### config.mk
export PLATFORM = sky130hd
export DESIGN_NAME = hack_screen_scanner
export DESIGN_NICKNAME = d
export VERILOG_FILES = /design/src/rtl/hack_screen_scanner.sv
export SDC_FILE = /design/constraint.sdc
export NUM_CORES = 1
export LEC_CHECK = 0
export ABC_CLOCK_PERIOD_IN_PS = 2110
export CORE_AREA = 2 2 79 81
export DETAILED_ROUTE_END_ITERATION = 8
export DIE_AREA = 0 0 81 83
export GPL_ROUTABILITY_DRIVEN = 0
export GPL_TIMING_DRIVEN = 0
export PLACE_DENSITY = 0.85
export SYNTH_ARGS = -nofsm -noshare
export SYNTH_HDL_FRONTEND = slang
export SYNTH_SLANG_ARGS = --single-unit
### constraint.sdc
create_clock -name clk -period 2.11 [get_ports clk]
set_input_delay 0.633 -clock clk [delete_from_list [all_inputs] [get_ports clk]]
set_output_delay 0.633 -clock clk [all_outputs]
set_load 0.02 [all_outputs]
### src/rtl/hack_screen_scanner.sv
`default_nettype none
// +----------------------------------------------------------------------------+
// | Module      : hack_screen_scanner                                          |
// | Description : Reader side of the Hack screen memory map. Reads screen RAM  |
// |               words in raster order and serializes them, bit 0 first, into |
// |               a 1-bit pixel stream with a valid/ready handshake.           |
// |               (1 = black; word bit 0 is the leftmost pixel.)               |
// | Ports       : clk, rst_n     - clock, asynchronous active-low reset        |
// |               start          - request one frame scan (ignored when busy)  |
// |               busy           - frame in progress                           |
// |               frame_done     - one-cycle pulse after the last pixel        |
// |               mem_rd/addr    - screen RAM read strobe and word address     |
// |               mem_rdata      - read data, valid 1 cycle after mem_rd       |
// |               pix_valid/ready/data - pixel stream handshake and pixel      |
// |               pix_sof/sol/eol- start-of-frame, start/end-of-line markers   |
// | Options     : SCREEN_SCAN_PREFETCH_EN - one-word prefetch buffer giving a  |
// |               gap-free stream (requires WORD_W >= 4).                      |
// | Revision    : 1.0 - initial release                                        |
// +----------------------------------------------------------------------------+
module hack_screen_scanner #(
   parameter int H_PIXELS = 512,
   parameter int V_LINES  = 256,
   parameter int WORD_W   = 16,
   parameter int ADDR_W   = 13
) (
   input  logic              clk,
   input  logic              rst_n,
   input  logic              start,
   output logic              busy,
   output logic              frame_done,
   output logic              mem_rd,
   output logic [ADDR_W-1:0] mem_addr,
   input  logic [WORD_W-1:0] mem_rdata,
   output logic              pix_valid,
   input  logic              pix_ready,
   output logic              pix_data,
   output logic              pix_sof,
   output logic              pix_sol,
   output logic              pix_eol
);

   localparam int WORDS = H_PIXELS * V_LINES / WORD_W;
   localparam int WPL   = H_PIXELS / WORD_W;
   localparam int BIT_W = (WORD_W > 1) ? $clog2(WORD_W) : 1;
   localparam int COL_W = (WPL > 1) ? $clog2(WPL) : 1;

   localparam logic [ADDR_W-1:0] LAST_ADDR = ADDR_W'(WORDS - 1);
   localparam logic [BIT_W-1:0]  LAST_BIT  = BIT_W'(WORD_W - 1);
   localparam logic [COL_W-1:0]  LAST_COL  = COL_W'(WPL - 1);

   typedef enum logic [1:0] {
      S_IDLE  = 2'd0,
      S_FETCH = 2'd1,
      S_WAIT  = 2'd2,
      S_SHIFT = 2'd3
   } state_t;

   state_t            state;
   state_t            state_nxt;
   logic [ADDR_W-1:0] addr;        // word currently being shifted / fetched
   logic [ADDR_W-1:0] rd_addr;     // address presented with the current read
   logic [ADDR_W-1:0] rd_addr_q;   // last issued read address (mem_addr hold)
   logic [COL_W-1:0]  col;         // word column within the line, tracks addr
   logic [WORD_W-1:0] shreg;
   logic [BIT_W-1:0]  bitcnt;
   logic              done_q;
   logic              accept;
   logic              xfer;
   logic              word_end;
   logic              frame_end;

   // A start coinciding with frame_done is dropped even though the FSM is
   // already back in IDLE.
   assign accept    = (state == S_IDLE) && start && !done_q;
   assign xfer      = (state == S_SHIFT) && pix_ready;
   assign word_end  = xfer && (bitcnt == LAST_BIT);
   assign frame_end = word_end && (addr == LAST_ADDR);

`ifdef SCREEN_SCAN_PREFETCH_EN
   logic              pf_issued;   // read of the next word already sent
   logic              pf_pending;  // read data arrives this cycle
   logic [WORD_W-1:0] pf_buf;
   logic              pf_issue;
   logic [WORD_W-1:0] pf_next;

   // Next-word read goes out once bit 1 is reached, so the data has long
   // been captured by the time the current word finishes shifting.
   assign pf_issue = (state == S_SHIFT) && (bitcnt != '0) && !pf_issued &&
                     (addr != LAST_ADDR);
   assign pf_next  = pf_pending ? mem_rdata : pf_buf;

   always_ff @(posedge clk or negedge rst_n) begin
      if (!rst_n) begin
         pf_issued  <= 1'b0;
         pf_pending <= 1'b0;
         pf_buf     <= '0;
      end else begin
         pf_pending <= pf_issue;
         if (pf_pending) begin
            pf_buf <= mem_rdata;
         end
         if (word_end) begin
            pf_issued <= 1'b0;
         end else if (pf_issue) begin
            pf_issued <= 1'b1;
         end
      end
   end
`endif

   // State register
   always_ff @(posedge clk or negedge rst_n) begin
      if (!rst_n) begin
         state <= S_IDLE;
      end else begin
         state <= state_nxt;
      end
   end

   // Next state and read strobe
   always_comb begin
      state_nxt = state;
      mem_rd    = 1'b0;
      rd_addr   = addr;
      case (state)
         S_IDLE: begin
            if (accept) begin
               state_nxt = S_FETCH;
            end
         end
         S_FETCH: begin
            mem_rd    = 1'b1;
            state_nxt = S_WAIT;
         end
         S_WAIT: begin
            state_nxt = S_SHIFT;
         end
         S_SHIFT: begin
`ifdef SCREEN_SCAN_PREFETCH_EN
            if (pf_issue) begin
               mem_rd  = 1'b1;
               rd_addr = addr + ADDR_W'(1);
            end
            if (frame_end) begin
               state_nxt = S_IDLE;
            end
`else
            if (frame_end) begin
               state_nxt = S_IDLE;
            end else if (word_end) begin
               state_nxt = S_FETCH;
            end
`endif
         end
         default: begin
            state_nxt = S_IDLE;
         end
      endcase
   end

   // Datapath: address/column, shift register, bit counter, done pulse
   always_ff @(posedge clk or negedge rst_n) begin
      if (!rst_n) begin
         addr      <= '0;
         col       <= '0;
         shreg     <= '0;
         bitcnt    <= '0;
         done_q    <= 1'b0;
         rd_addr_q <= '0;
      end else begin
         done_q <= frame_end;
         if (mem_rd) begin
            rd_addr_q <= rd_addr;
         end
         case (state)
            S_IDLE: begin
               if (accept) begin
                  addr <= '0;
                  col  <= '0;
               end
            end
            S_WAIT: begin
               shreg  <= mem_rdata;
               bitcnt <= '0;
            end
            S_SHIFT: begin
               if (xfer) begin
                  if (word_end) begin
                     bitcnt <= '0;
                     if (!frame_end) begin
                        addr <= addr + ADDR_W'(1);
                        col  <= (col == LAST_COL) ? '0 : col + COL_W'(1);
                     end
`ifdef SCREEN_SCAN_PREFETCH_EN
                     // Load the next word straight from the prefetch path.
                     shreg <= frame_end ? (shreg >> 1) : pf_next;
`else
                     shreg <= shreg >> 1;
`endif
                  end else begin
                     shreg  <= shreg >> 1;
                     bitcnt <= bitcnt + BIT_W'(1);
                  end
               end
            end
            default: begin
            end
         endcase
      end
   end

   // Outputs; markers are gated by pix_valid so they read 0 between pixels.
   assign busy       = (state != S_IDLE);
   assign frame_done = done_q;
   assign mem_addr   = mem_rd ? rd_addr : rd_addr_q;
   assign pix_valid  = (state == S_SHIFT);
   assign pix_data   = pix_valid && shreg[0];
   assign pix_sof    = pix_valid && (addr == '0) && (bitcnt == '0);
   assign pix_sol    = pix_valid && (col == '0) && (bitcnt == '0);
   assign pix_eol    = pix_valid && (col == LAST_COL) && (bitcnt == LAST_BIT);

endmodule
`default_nettype wire
==> impl_metrics.csv <==
group,metric,value,unit
clocking,clock-sinks,54,
synth,synth-warning-count,0,
clocking,cts_tree,"built",
routing,wire_per_inst,18.36,um
critical_path,start_kind,"flop",
synth,synth_top_family_by_area,"simple AND/OR/NAND/NOR gates",
synth,synth_compound_area_share,13.43,%
cells_and_area,areaGrowthSynthToFinish,48.65,%
global_routing,grt_pass1_wl,11.07,mm
run_status,violations,"negative setup slack",
sta,min_period,2307,ps
clocking,holdBufCountCts,0,
global_routing,globalRouteTotalUtil,20.45,%
clocking,clock_latency,320,ps
critical_path,critical_path_class,"flop to primary output",
sta,final-max-slew-violation-count,0,
sta,fin_ws,-197.3,ps
routing,finalWirelength,7.895,mm
critical_path,end_kind,"primary output",
die,placementRows,28,
critical_path,crit_fanout,6,
synth,synth.distinct_cells,43,
critical_path,regToRegStartpoint,"state[1]$_DFFE_PN0P_",
sta,setup_viol,22,
place,dp_cells,387,
synth,ys_ff_latch,54,
critical_path,crit_family,"flip-flops",
synth,synth-simple-area-share,18.19,%
flow_run,max_cap_viol_count,0,
synth,synthArstFlopShare,100.0,%
global_routing,grt_max_degree,34,
sta,rsz0062_at_grt,"true",
cells_and_area,diodes,0,
synth,synth_flop_cell,"dfrtp_1",
power,design_power_total,5.458,mW
synth,synth_common_cells,"54 x dfrtp_1, 35 x o21ai_0, 31 x nand2_1",
power,p_leak,1.870,nW
synth,synthMuxAreaShare,11.01,%
die,core_area,0.005816,mm2
clocking,cts_buffers,5,
critical_path,crit_arrival,1670,ps
critical_path,required,1480,ps
power,peakVddDrop,0.0006616,V
power,p_per_area,1318,mW/mm2
synth,synth_nets,303,
synth,synthesis.area,0.002785,mm2
synth,synth_xor_area_share,0,%
synth,synth_top_area_share,48.52,%
critical_path,cp_slowest_stage_delay,430,ps
routing,num_vias,2473,
synth,ys_seq_area_share,48.52,%
routing,ant_nets,0,
sta,worstMarginPinSlew,554.6,ps
sta,skew,11.48,ps
routing,drc,0,
cells_and_area,nets,386,
place,hpwlAfterDp,4.287,mm
clocking,clock_path_buffers,2,
clocking,cts_max_level,2,
synth,synth_edf_count,0,
synth,yosys-top-cells-area,"dfrtp_1 49%, o21ai_0 6.3%, mux2i_1 5.8%",
min_path,hp-class,"input pin to async pin",
global_routing,grt_pass1_vias,2415,
die,initial_core_util,47.89,%
synth,synthAdderAreaFrac,5.391,%
sta,layout_worst_path_cycle_share,109.3,%
synth,synth_top_area_cell,"dfrtp_1",
critical_path,crit_buf_inv,3,
place,io_buffers,40,
cells_and_area,stdcell_count,430,
global_routing,overflow,0,
routing,drt_iter0_markers,254,
critical_path,crit_slowest_cell,"dfrtp_1",
run_status,status,"finished, violations left",
die,die_y,83,um
sta,finalHoldViolations,0,
routing,first_pass_iters,4,
clocking,cts-root-buf,"clkbuf_8",
synth,synth.most_common_cell,"dfrtp_1",
die,io_pins,41,
global_routing,antenna_found_initial,0,
routing,viasPerCell,5.751,
die,dieArea,0.006723,mm2
clocking,path_clk_slew,110,ps
sta,fmax,433.4,MHz
cells_and_area,drive_gt1_share,37.75,%
synth,post_synth.cell_area_avg,10.28,um2
synth,synth_cells,271,
critical_path,crit_start,"state[1]$_DFFE_PN0P_",
sta,max-slew-margin-rel,63.03,%
die,die_w,81,um
critical_path,crit_chain,"inv_2, ha_4, buf_8, mux2_4, buf_6",
[through the flow]
stage | util [%] | setup TNS, ps | instance area, um2 | worst slack [ps] | hold WS, ps
3_5_place_dp | 57.40 | -23520 | 3338 | -733.1 | 462.6
6_report | 71.19 | -3166 | 4140 | -197.3 | 290.1
5_1_grt | 71.19 | -4605 | 4140 | -257.1 | 320.2
4_1_cts | 65.08 | -2286 | 3785 | -156.3 | 299.3
3_3_place_gp | 57.14 | -89400 | 3323 | -1248 | 456.8
2_1_floorplan | - | 0 | 2829 | 23.53 | 337.4
[area by class of cell]
| class | count | area (um2) |
|---|---|---|
| plain buffers | 13 | 132.6 |
| fillers | 416 | 1675 |
| multi-input cells | 195 | 1663 |
| inverters | 9 | 33.78 |
| repair buffers | 76 | 752.0 |
| well taps | 75 | 93.84 |
| clock inverters | 2 | 37.54 |
| flip-flops and latches | 54 | 1355 |
| clock buffers | 6 | 72.57 |
[power by group]
group          switching (mW)  internal, mW  leakage (nW)
clock network           0.358         0.355        0.0514
registers               0.261          1.35         0.710
logic                    1.56          1.58          1.11
[cell families (layout without fill, tap and decap cells)]
group / after synthesis / count (layout)
simple gates: 93 / 93
compound gates: 61 / 61
flops: 54 / 54
mux: 29 / 29
buf+inv: 22 / 106
fa+ha+maj: 12 / 12
[what timing repair did]
action | CTS | global route
buffers inserted | 19 | 15
resized for setup | 150 | 65
cloned | 1 | 1
setup endpoints to repair | 37 | 50
pin swaps | 12 | 17
[cell usage in the layout (no fill, tap or decap), types with 3 or more instances in the layout]
| cell type | count |
|---|---|
| dfrtp_1 | 51 |
| nand2_1 | 30 |
| o21ai_0 | 30 |
| buf_4 | 28 |
| buf_6 | 27 |
| clkdlybuf4s50_1 | 18 |
| mux2i_1 | 16 |
| mux2_4 | 13 |
| nand3_1 | 11 |
| inv_1 | 7 |
| nand2b_1 | 6 |
| nor2_1 | 6 |
| clkbuf_2 | 5 |
| ha_1 | 5 |
| ha_4 | 5 |
| clkbuf_8 | 5 |
| and3_1 | 4 |
| or4_4 | 4 |
| a22o_1 | 4 |
| buf_8 | 3 |
| o211ai_1 | 3 |
| o21ai_1 | 3 |
| o31ai_1 | 3 |
| a21oi_2 | 3 |
| nand3b_1 | 3 |
| dfrtp_2 | 3 |
[registers in the layout, indices dropped and copies added (netlist names)]
signal and flops:
col 5, shreg 16, bitcnt 4, addr 13, frame_done 1, rd_addr_q 13, state 2
[per-layer routing]
layer	vias up	GRT usage, %	part of all wire [%]
li1	1141	-	-
met1	1213	25.37	40
met2	92	35.16	52
met3	27	3.478	4.5
met4	0	7.396	3.1
met5	-	0	0
[path summary, 6_finish.rpt]
path	end	slack, ps	cells past startpoint
min in group clk	shreg[10]$_DFFE_PN0P_	490	2
max in group asynchronous	state[0]$_DFFE_PN0P_	1230	2
worst max-delay path	mem_addr[5]	-200	5
worst max register to register	col[0]$_DFFE_PN0P_	-90	10
worst min-delay path	rd_addr_q[6]$_DFF_PN0_	290	1
worst min register to register	shreg[10]$_DFFE_PN0P_	490	2
Power figures use the tool's default switching activity.
